===== src/rtl/store_mirror_uart_if.sv =====
// store_mirror_uart_if: data-memory store tap plus the UART mirror's line and status signals.
interface store_mirror_uart_if #(
    parameter int DM_ADDRESS = 9,
    parameter int DATA_W     = 32,
    parameter int FIFO_DEPTH = 8
);
    logic                        MemWrite;
    logic [DM_ADDRESS-1:0]       a;
    logic [DATA_W-1:0]           wd;
    logic                        tx;
    logic                        busy;
    logic                        fifo_full;
    logic                        overflow;
    logic [$clog2(FIFO_DEPTH):0] level;
    modport master (output MemWrite, a, wd, input tx, busy, fifo_full, overflow, level);
    modport slave (input MemWrite, a, wd, output tx, busy, fifo_full, overflow, level);
endinterface


===== src/rtl/store_mirror_uart.sv =====
// store_mirror_uart: buffers data-memory stores and replays each as a 7-byte 8N1 UART frame.
module store_mirror_uart #(
    parameter int DM_ADDRESS   = 9,
    parameter int DATA_W       = 32,
    parameter int FIFO_DEPTH   = 8,
    parameter int CLKS_PER_BIT = 434
) (
    input logic clk,
    input logic reset,
    store_mirror_uart_if.slave bus
);
    localparam int PW = $clog2(FIFO_DEPTH);
    localparam int LW = PW + 1;
    localparam int CW = $clog2(CLKS_PER_BIT);
    localparam int EW = DM_ADDRESS + DATA_W;
    localparam logic [1:0] IDLE = 2'd0, START = 2'd1, DATA = 2'd2, STOP = 2'd3;

    logic [EW-1:0] mem [FIFO_DEPTH];
    logic [EW-1:0] head;
    logic [PW-1:0] wp, rp;
    logic [LW-1:0] level;
    logic [1:0]    state;
    logic [CW-1:0] cnt;
    logic [2:0]    bit_idx, byte_idx;
    logic [55:0]   frame;
    logic          tx, overflow, pop, push, bit_end;

    assign head    = mem[rp];
    assign pop     = state == IDLE && level != '0;
    // a full buffer still takes the store when the engine frees a slot on the same edge
    assign push    = bus.MemWrite && (level != LW'(FIFO_DEPTH) || pop);
    assign bit_end = cnt == CW'(CLKS_PER_BIT - 1);

    always_ff @(posedge clk)
        if (push) mem[wp] <= {bus.a, bus.wd};

    always_ff @(posedge clk) begin
        if (reset) begin
            wp       <= '0;
            rp       <= '0;
            level    <= '0;
            overflow <= 1'b0;
            state    <= IDLE;
            cnt      <= '0;
            bit_idx  <= '0;
            byte_idx <= '0;
            frame    <= '0;
            tx       <= 1'b1;
        end else begin
            if (push) wp <= wp + 1'b1;
            if (pop) rp <= rp + 1'b1;
            level <= level + LW'(push) - LW'(pop);
            if (bus.MemWrite && !push) overflow <= 1'b1;
            cnt <= (state == IDLE || bit_end) ? '0 : cnt + 1'b1;
            case (state)
                IDLE: begin
                    tx <= !pop;
                    if (pop) begin
                        frame <= {8'hA5, 16'(head[EW-1:DATA_W]), head[31:0]};
                        state <= START;
                    end
                end
                START: if (bit_end) begin
                    state   <= DATA;
                    tx      <= frame[48];
                    bit_idx <= '0;
                end
                // the current byte lives in frame[55:48] and is shifted right one bit per bit time
                DATA: if (bit_end) begin
                    if (bit_idx == 3'd7) begin
                        state <= STOP;
                        tx    <= 1'b1;
                    end else begin
                        bit_idx      <= bit_idx + 1'b1;
                        tx           <= frame[49];
                        frame[55:48] <= {1'b0, frame[55:49]};
                    end
                end
                STOP: if (bit_end) begin
                    frame <= {frame[47:0], 8'h00};
                    if (byte_idx < 3'd6) begin
                        byte_idx <= byte_idx + 1'b1;
                        state    <= START;
                        tx       <= 1'b0;
                    end else begin
                        byte_idx <= '0;
                        state    <= IDLE;
                        tx       <= 1'b1;
                    end
                end
                default: state <= IDLE;
            endcase
        end
    end

    assign bus.tx        = tx;
    assign bus.busy      = state != IDLE || level != '0;
    assign bus.fifo_full = level == LW'(FIFO_DEPTH);
    assign bus.overflow  = overflow;
    assign bus.level     = level;
endmodule


===== src/flat_wrapper.sv =====
// flat-port wrapper written by rule: the top's interface ports become plain ports
module store_mirror_uart_flat 
#(
    parameter int DM_ADDRESS   = 9,
    parameter int DATA_W       = 32,
    parameter int FIFO_DEPTH   = 8,
    parameter int CLKS_PER_BIT = 434
)
  (clk, reset, bus_MemWrite, bus_a, bus_wd, bus_tx, bus_busy, bus_fifo_full, bus_overflow, bus_level);
  store_mirror_uart_if #(.DM_ADDRESS(DM_ADDRESS), .DATA_W(DATA_W), .FIFO_DEPTH(FIFO_DEPTH)) bus_i ();
  input logic clk;
  input logic reset;
  input wire logic [$bits(bus_i.MemWrite)-1:0] bus_MemWrite;
  input wire logic [$bits(bus_i.a)-1:0] bus_a;
  input wire logic [$bits(bus_i.wd)-1:0] bus_wd;
  output wire logic [$bits(bus_i.tx)-1:0] bus_tx;
  output wire logic [$bits(bus_i.busy)-1:0] bus_busy;
  output wire logic [$bits(bus_i.fifo_full)-1:0] bus_fifo_full;
  output wire logic [$bits(bus_i.overflow)-1:0] bus_overflow;
  output wire logic [$bits(bus_i.level)-1:0] bus_level;
  assign bus_i.MemWrite = bus_MemWrite;
  assign bus_i.a = bus_a;
  assign bus_i.wd = bus_wd;
  assign bus_tx = bus_i.tx;
  assign bus_busy = bus_i.busy;
  assign bus_fifo_full = bus_i.fifo_full;
  assign bus_overflow = bus_i.overflow;
  assign bus_level = bus_i.level;
  store_mirror_uart #(.DM_ADDRESS(DM_ADDRESS), .DATA_W(DATA_W), .FIFO_DEPTH(FIFO_DEPTH), .CLKS_PER_BIT(CLKS_PER_BIT)) u_core (.clk(clk), .reset(reset), .bus(bus_i));
endmodule

===== config.mk =====
export PLATFORM = sky130hd
export DESIGN_NAME = store_mirror_uart_flat
export DESIGN_NICKNAME = d
export VERILOG_FILES = /design/src/rtl/store_mirror_uart_if.sv /design/src/rtl/store_mirror_uart.sv /design/src/flat_wrapper.sv
export SDC_FILE = /design/constraint.sdc
export NUM_CORES = 1
export LEC_CHECK = 0
export BUFFER_PORTS_ARGS = -buffer_cell sky130_fd_sc_hd__buf_2
export CAP_MARGIN = 10
export CORE_MARGIN = 5
export CORE_UTILIZATION = 45
export DETAILED_ROUTE_END_ITERATION = 8
export HOLD_SLACK_MARGIN = 0.15
export PLACE_DENSITY = 0.71
export SKIP_LAST_GASP = 1
export SLEW_MARGIN = 30
export SYNTH_ARGS = -nofsm -noshare
export SYNTH_HDL_FRONTEND = slang
export SYNTH_SLANG_ARGS = --single-unit

===== constraint.sdc =====
create_clock -name clk -period 8.2 [get_ports clk]
set_input_delay 1.64 -clock clk [delete_from_list [all_inputs] [get_ports clk]]
set_output_delay 1.64 -clock clk [all_outputs]
set_load 0.02 [all_outputs]

==> results of run 1 <==
## stage by stage
step	power, mW	area (µm²)
CTS	5.81	18000
global route	6.03	18100
finish	5.75	18100
floorplan	3.68	16000
detailed placement	4.00	16700
global placement	3.97	16700
## state kept, by name, summed over array words and instances, names as in the netlist, named ones only
| name | flops |
|---|---|
| u_core.frame | 56 |
| u_core.mem | 328 |
| u_core.cnt | 9 |
| u_core.state | 2 |
| u_core.bus.tx | 1 |
| u_core.rp | 3 |
| u_core.bit_idx | 3 |
| u_core.wp | 3 |
| u_core.byte_idx | 3 |
| u_core.bus.level | 4 |
| u_core.bus.overflow | 1 |
## cell usage after synthesis, drive strengths merged, types with 9 or more instances
cell type / number / area share
a21oi: 19 / 0.0059
nand2b: 15 / 0.0059
nor2: 27 / 0.0063
inv: 14 / 0.0033
mux4: 80 / 0.12
o21ai: 18 / 0.0056
edfxtp: 328 / 0.62
a21o: 9 / 0.0042
nand2: 13 / 0.0032
nand3: 18 / 0.0056
clkbuf: 16 / 0.0038
buf: 30 / 0.015
a221o: 32 / 0.020
dfxtp: 88 / 0.11
a22o: 40 / 0.022
ha: 16 / 0.013
## kinds of logic (layout without fill, tap and decap cells)
group / count (synthesis) / count (layout) / share of synthesized area
buffers and inverters: 60 / 155 / 0.0220
muxes: 85 / 85 / 0.121
other: 0 / 3 / 0
xor gates and xnor gates: 12 / 12 / 0.00656
AOI/OAI and AO/OA: 147 / 147 / 0.0727
DFF: 416 / 416 / 0.725
adders and majority gates: 17 / 17 / 0.0138
and+or+nand+nor: 111 / 111 / 0.0394
## cells in the final DEF (no fill, tap or decap), drive strengths merged, types with 8 or more instances in the layout
cell type / instances
nand3: 18
edfxtp: 328
nand2: 13
dfxtp: 88
mux4: 80
o21ai: 18
nand2b: 15
a22oi: 8
nor2: 27
clkbuf: 57
a221o: 32
inv: 14
ha: 16
a21o: 9
buf: 66
clkinv: 13
a21oi: 19
a22o: 40
## worst max-delay path: cells and delay by family (launching register included)
family	cells	cell delay, ps
fa+ha+maj	1	480
buf+inv	3	390
flops	1	340
simple gates	1	410
## worst min path at each step
stage | depth (start not counted) | to | startpoint
final | 1 | u_core.cnt[0] | u_core.cnt[0]
after detailed placement | 1 | u_core.cnt[0] | u_core.cnt[0]
after global routing | 2 | u_core.frame[44] | u_core.frame[36]
after floorplan | 1 | u_core.frame[0] | u_core.frame[0]
after CTS | 1 | u_core.cnt[0] | u_core.cnt[0]
after global placement | 2 | u_core.bus.overflow | u_core.bus.overflow
## power by group
part / switching [mW] / total, mW / internal [mW]
registers: 0.197 / 2.71 / 2.51
clock network: 0.748 / 1.80 / 1.05
logic: 0.652 / 1.25 / 0.594
total: 1.60 / 5.75 / 4.16
## layer usage
metal,global-route usage,share of wire
met5,0,0.00064
met4,0.0370,0.019
met3,0.0300,0.056
met2,0.259,0.49
met1,0.227,0.44
## cell type report
| type | count | area share |
|---|---|---|
| flip-flops and latches | 416 | 0.643 |
| clock inverters | 18 | 0.00928 |
| clock buffers | 57 | 0.0624 |
| multi-input cells | 372 | 0.229 |
| diodes | 3 | 0.000416 |
| well taps | 461 | 0.0319 |
| inverters | 14 | 0.00291 |
| repair buffers | 66 | 0.0211 |
==> impl_metrics.csv, run 1 <==
group,metric,value,unit
run_status,run_status,"complete, no violations",
sta,worst_clock_skew,25.2,ps
worst_setup_path,critical_path.endpoint,"bus_busy",
finish,fin_util,0.511,
placement,number_of_placed_cells_counting_well_taps,1328,
synthesis,synth.distinct_cells,58,
power_and_ir_drop,p_per_area,319,nW/µm²
die,floorplan.die.height,199,µm
worst_setup_path,crit_path_top_delay_cell,"sky130_fd_sc_hd__ha_1",
worst_setup_path,worstSetupPathType,"reg2out",
synthesis,synthesis.nets,909,
finish,filler_cells,2811,
synthesis,synth_sequential_area_ratio,0.725,
worst_setup_path,path_cells,"inv_1, ha_1, and4bb_2, inv_2, buf_2",
sta,report.final.hold_viol_count,0,
run,cap_viol_max_count,0,
synthesis,postSynth.topFlopCell,"sky130_fd_sc_hd__edfxtp_1",
clock_tree,cts_made_buffers,41,
finish,drive_above_1_share,0.208,
global_route,grt_start_max_net_pins,51,
die,die_area,39500,µm²
placement,placement.io_buffers,51,
worst_setup_path,crit_path_dat,2150,ps
drt,drt.antenna.violating_nets,0,
synthesis,postSynthCellCount,848,
clock_tree,cts_tree,"done",
power_and_ir_drop,leakagePower,5.98,nW
worst_setup_path,timing.critical_path.fanout_max,13,
synthesis,synth_enable_flop_cells,328,
die,num_rows,69,
drt,detailedRoute.firstPassIterationCount,5,
clock_tree,htreeDepth,2,
clock_tree,worstSkewPairLatency,540,ps
global_route,grt_overflow,0,
sta,setup_repair_after_global_routing_missed_its_margin,"false",
worst_setup_path,critical_path.startpoint_type,"flip-flop",
sta,fin_hold_ws,464,ps
clock_tree,clkSlewWorstSetupHoldPaths,60,ps
sta,setup_viol,0,
die,dieWidth,199,µm
drt,routed-via-count,8093,
worst_setup_path,max_stage_delay,480,ps
clock_tree,cts-root-to-sink-buffers,3,
sta,max-slew-margin-rel,0.361,
drt,wl_per_cell,22.1,µm
die,core-area,35300,µm²
sta,fin_crit_sh,0.463,
power_and_ir_drop,worst_ir_drop_vdd,0.245,mV
clock_tree,post-cts-setup-buffer-count,0,
global_route,grt.total_usage,0.159,
global_route,global_route_wire_length_before_repair,48400,µm
clock_tree,cts.sink_count,416,
worst_setup_path,timing.rr.start,"u_core.state[0]",
clock_tree,clock_tree.root_cell,"sky130_fd_sc_hd__clkbuf_16",
placement,pre_cts_setup_slack,4550,ps
clock_tree,holdBufCountCts,0,
placement,routabilityCongestion,0.768,
worst_setup_path,timing.rr.end,"u_core.mem[4][0]",
finish,area.growth.synth_to_final,12.8,%
drt,drt_wl_total,31100,µm
worst_setup_path,r2r_cells,7,
worst_setup_path,r2r_setup_slack,5310,ps
sta,post-route-min-period,3790,ps
drt,first_iter_violations,493,
placement,dp_hpwl,16600,µm
sta,drv_slew,0,
global_route,grt_pass1_vias,8191,
worst_hold_path,hold_class,"reg2reg",
synthesis,synth_seq_cells,416,
sta,layout_setup_ws,4410,ps
worst_setup_path,end_kind,"output pin",
finish,post_layout_nonfiller_instances,1407,
synthesis,avgSynthCellArea,18.9,µm²
finish,multi_input_area,4130,µm²
drt,routed_via_density,5.75,
finish,seq_area,11600,µm²
sta,fmax,264,MHz
finish,layout.nets,972,
synthesis,yosys_warnings,0,
synthesis,netlist_area,16000,µm²
global_route,antenna_found_initial,4,
sta,totalNegativeSetupSlack,0,ps
die,floorplan.io_pins,52,
synthesis,async_flop_share,0,
sta,tightest_slew,957,ps
drt,drc,0,
clock_tree,cts-resized-gates,0,
worst_setup_path,worst_ep_required_time,6560,ps
worst_setup_path,critPathLaunch,"u_core.state[0]",
die,initial_utilization,0.454,
No activity file was read; power rests on OpenSTA's default activity.
==> inputs of run 2 (changes only) <==
==> constraint.sdc (replaced) <==
create_clock -name clk -period 3.6 [get_ports clk]
set_input_delay 0.72 -clock clk [delete_from_list [all_inputs] [get_ports clk]]
set_output_delay 0.72 -clock clk [all_outputs]
set_load 0.02 [all_outputs]
==> run 2 against run 1 <==
Setup slack lost 3700 ps. Cell count rose by 0.50%. Sequential share of layout area fell by 0.81 points.
==> impl_metrics.csv, run 2 (synthesis results as in run 1) <==
group,metric,value,unit
worst_hold_path,hold_class,"in2reg",
clock_tree,worstSkewPairLatency,560,ps
placement,routabilityCongestion,0.766,
finish,post_layout_nonfiller_instances,1414,
drt,drt.antenna.violating_nets,0,
die,die_area,39500,µm²
sta,max-slew-margin-rel,0.426,
global_route,grt_overflow,0,
worst_setup_path,crit_path_top_delay_cell,"sky130_fd_sc_hd__nor2_4",
worst_setup_path,worst_ep_required_time,3840,ps
drt,routed-via-count,7983,
worst_setup_path,path_cells,"inv_1, ha_1, nor2b_1, o21a_1, nand2_1, nor2_4, buf_4",
worst_setup_path,timing.critical_path.fanout_max,16,
placement,pre_cts_setup_slack,706,ps
finish,regMostFlops,"u_core.mem",
power_and_ir_drop,p_per_area,729,nW/µm²
sta,layout_setup_ws,705,ps
sta,report.final.hold_viol_count,0,
die,floorplan.io_pins,52,
worst_setup_path,critical_path.endpoint,"u_core.mem[3][16]",
placement,placement.io_buffers,51,
worst_setup_path,timing.rr.start,"u_core.state[0]",
clock_tree,post-cts-setup-buffer-count,0,
drt,drc,0,
global_route,antenna_found_initial,1,
clock_tree,cts-root-to-sink-buffers,3,
worst_setup_path,crit_path_dat,3140,ps
global_route,grt.total_usage,0.160,
finish,layout.cells.most_common_list,"sky130_fd_sc_hd__edfxtp_1, sky130_fd_sc_hd__dfxtp_1, sky130_fd_sc_hd__mux4_2",
clock_tree,clkSlewWorstSetupHoldPaths,60,ps
finish,filler_cells,2731,
clock_tree,cts_made_buffers,42,
power_and_ir_drop,leakagePower,6.08,nW
worst_setup_path,timing.rr.end,"u_core.mem[3][16]",
global_route,grt_pass1_vias,8196,
run,cap_viol_max_count,0,
clock_tree,cts_tree,"done",
sta,tightest_slew,861,ps
clock_tree,cts-resized-gates,0,
clock_tree,cts.sink_count,416,
sta,fmax,345,MHz
finish,most_common_cell_after_layout_fill_and_taps_aside,"sky130_fd_sc_hd__edfxtp_1",
finish,regs_by_ff_count,"u_core.mem (328), u_core.frame (56), u_core.cnt (9)",
die,num_rows,69,
finish,flip_flop_count_of_the_largest_register_after_layout,328,
sta,worst_clock_skew,32.2,ps
drt,routed_via_density,5.65,
worst_setup_path,worstSetupPathType,"reg2reg",
finish,area.growth.synth_to_final,14.2,%
die,initial_utilization,0.454,
worst_setup_path,max_stage_delay,540,ps
sta,post-route-min-period,2890,ps
drt,detailedRoute.firstPassIterationCount,5,
power_and_ir_drop,worst_ir_drop_vdd,0.524,mV
run_status,run_status,"complete, no violations",
placement,dp_hpwl,18500,µm
worst_setup_path,r2r_cells,7,
sta,setup_repair_after_global_routing_missed_its_margin,"false",
sta,drv_slew,0,
worst_setup_path,critPathLaunch,"u_core.state[0]",
sta,fin_crit_sh,0.804,
drt,drt_wl_total,31300,µm
placement,number_of_placed_cells_counting_well_taps,1336,
die,floorplan.die.height,199,µm
drt,wl_per_cell,22.2,µm
global_route,grt_start_max_net_pins,45,
clock_tree,holdBufCountCts,0,
drt,first_iter_violations,524,
worst_setup_path,critical_path.startpoint_type,"flip-flop",
die,core-area,35300,µm²
finish,drive_above_1_share,0.221,
sta,setup_viol,0,
clock_tree,htreeDepth,2,
worst_setup_path,r2r_setup_slack,710,ps
global_route,global_route_wire_length_before_repair,48900,µm
clock_tree,clock_tree.root_cell,"sky130_fd_sc_hd__clkbuf_16",
worst_setup_path,end_kind,"flip-flop",
finish,layout.nets,980,
die,dieWidth,199,µm
[run 2: through the flow]
step	TNS [ps]	power [mW]	instance area [µm²]	util	hold slack, ps
after global placement	0	9.10	16900	0.479	440
after CTS	0	13.5	18300	0.518	410
after global routing	0	14.0	18300	0.518	420
after detailed placement	0	9.17	16900	0.479	446
after floorplan	-1960	8.38	16000	-	427
final	0	13.3	18300	0.518	432
[run 2: power by group]
part / internal (mW) / total (mW) / leakage, nW / switching, mW
combinational: 1.41 / 2.86 / 1.71 / 1.45
clock: 2.50 / 4.29 / 0.665 / 1.78
sequential: 5.71 / 6.19 / 3.70 / 0.480
total: 9.62 / 13.3 / 6.08 / 3.71
[run 2: how the worst min path moves through the flow]
stage,from,end,slack [ps],depth (start not counted)
final,bus_wd[7],u_core.mem[1][7],430,1
after detailed placement,u_core.frame[6],u_core.frame[6],450,1
after global routing,bus_wd[7],u_core.mem[6][7],420,1
after CTS,bus_wd[10],u_core.mem[2][10],410,1
after floorplan,u_core.frame[0],u_core.frame[0],430,1
after global placement,u_core.frame[6],u_core.frame[6],440,1
[run 2: routing by layer]
metal  GRT usage  share of wire  vias to the layer above
li1            -              -                     3646
met1       0.225           0.43                     4083
met2       0.264           0.50                      213
met3      0.0298          0.055                       41
met4      0.0382          0.018                        0
met5           0              0                        -
[run 2: layout make-up]
type                            instances  area (µm²)  area share
Sequential cell                       416       11600       0.635
Tap cell                              461         577      0.0315
Timing Repair Buffer                   73         520      0.0285
Antenna cell                            1        2.50    0.000137
Clock buffer                           61        1170      0.0642
Inverter                               14        52.6     0.00287
Clock inverter                         16         204      0.0112
Multi-Input combinational cell        372        4140       0.226
[run 2: worst max-delay path, delay by kind of cell (launching register included)]
kind | cells | cell delay (ps)
buf+inv | 2 | 470
compound gates | 1 | 260
simple gates | 3 | 1050
flops | 1 | 340
fa+ha+maj | 1 | 450
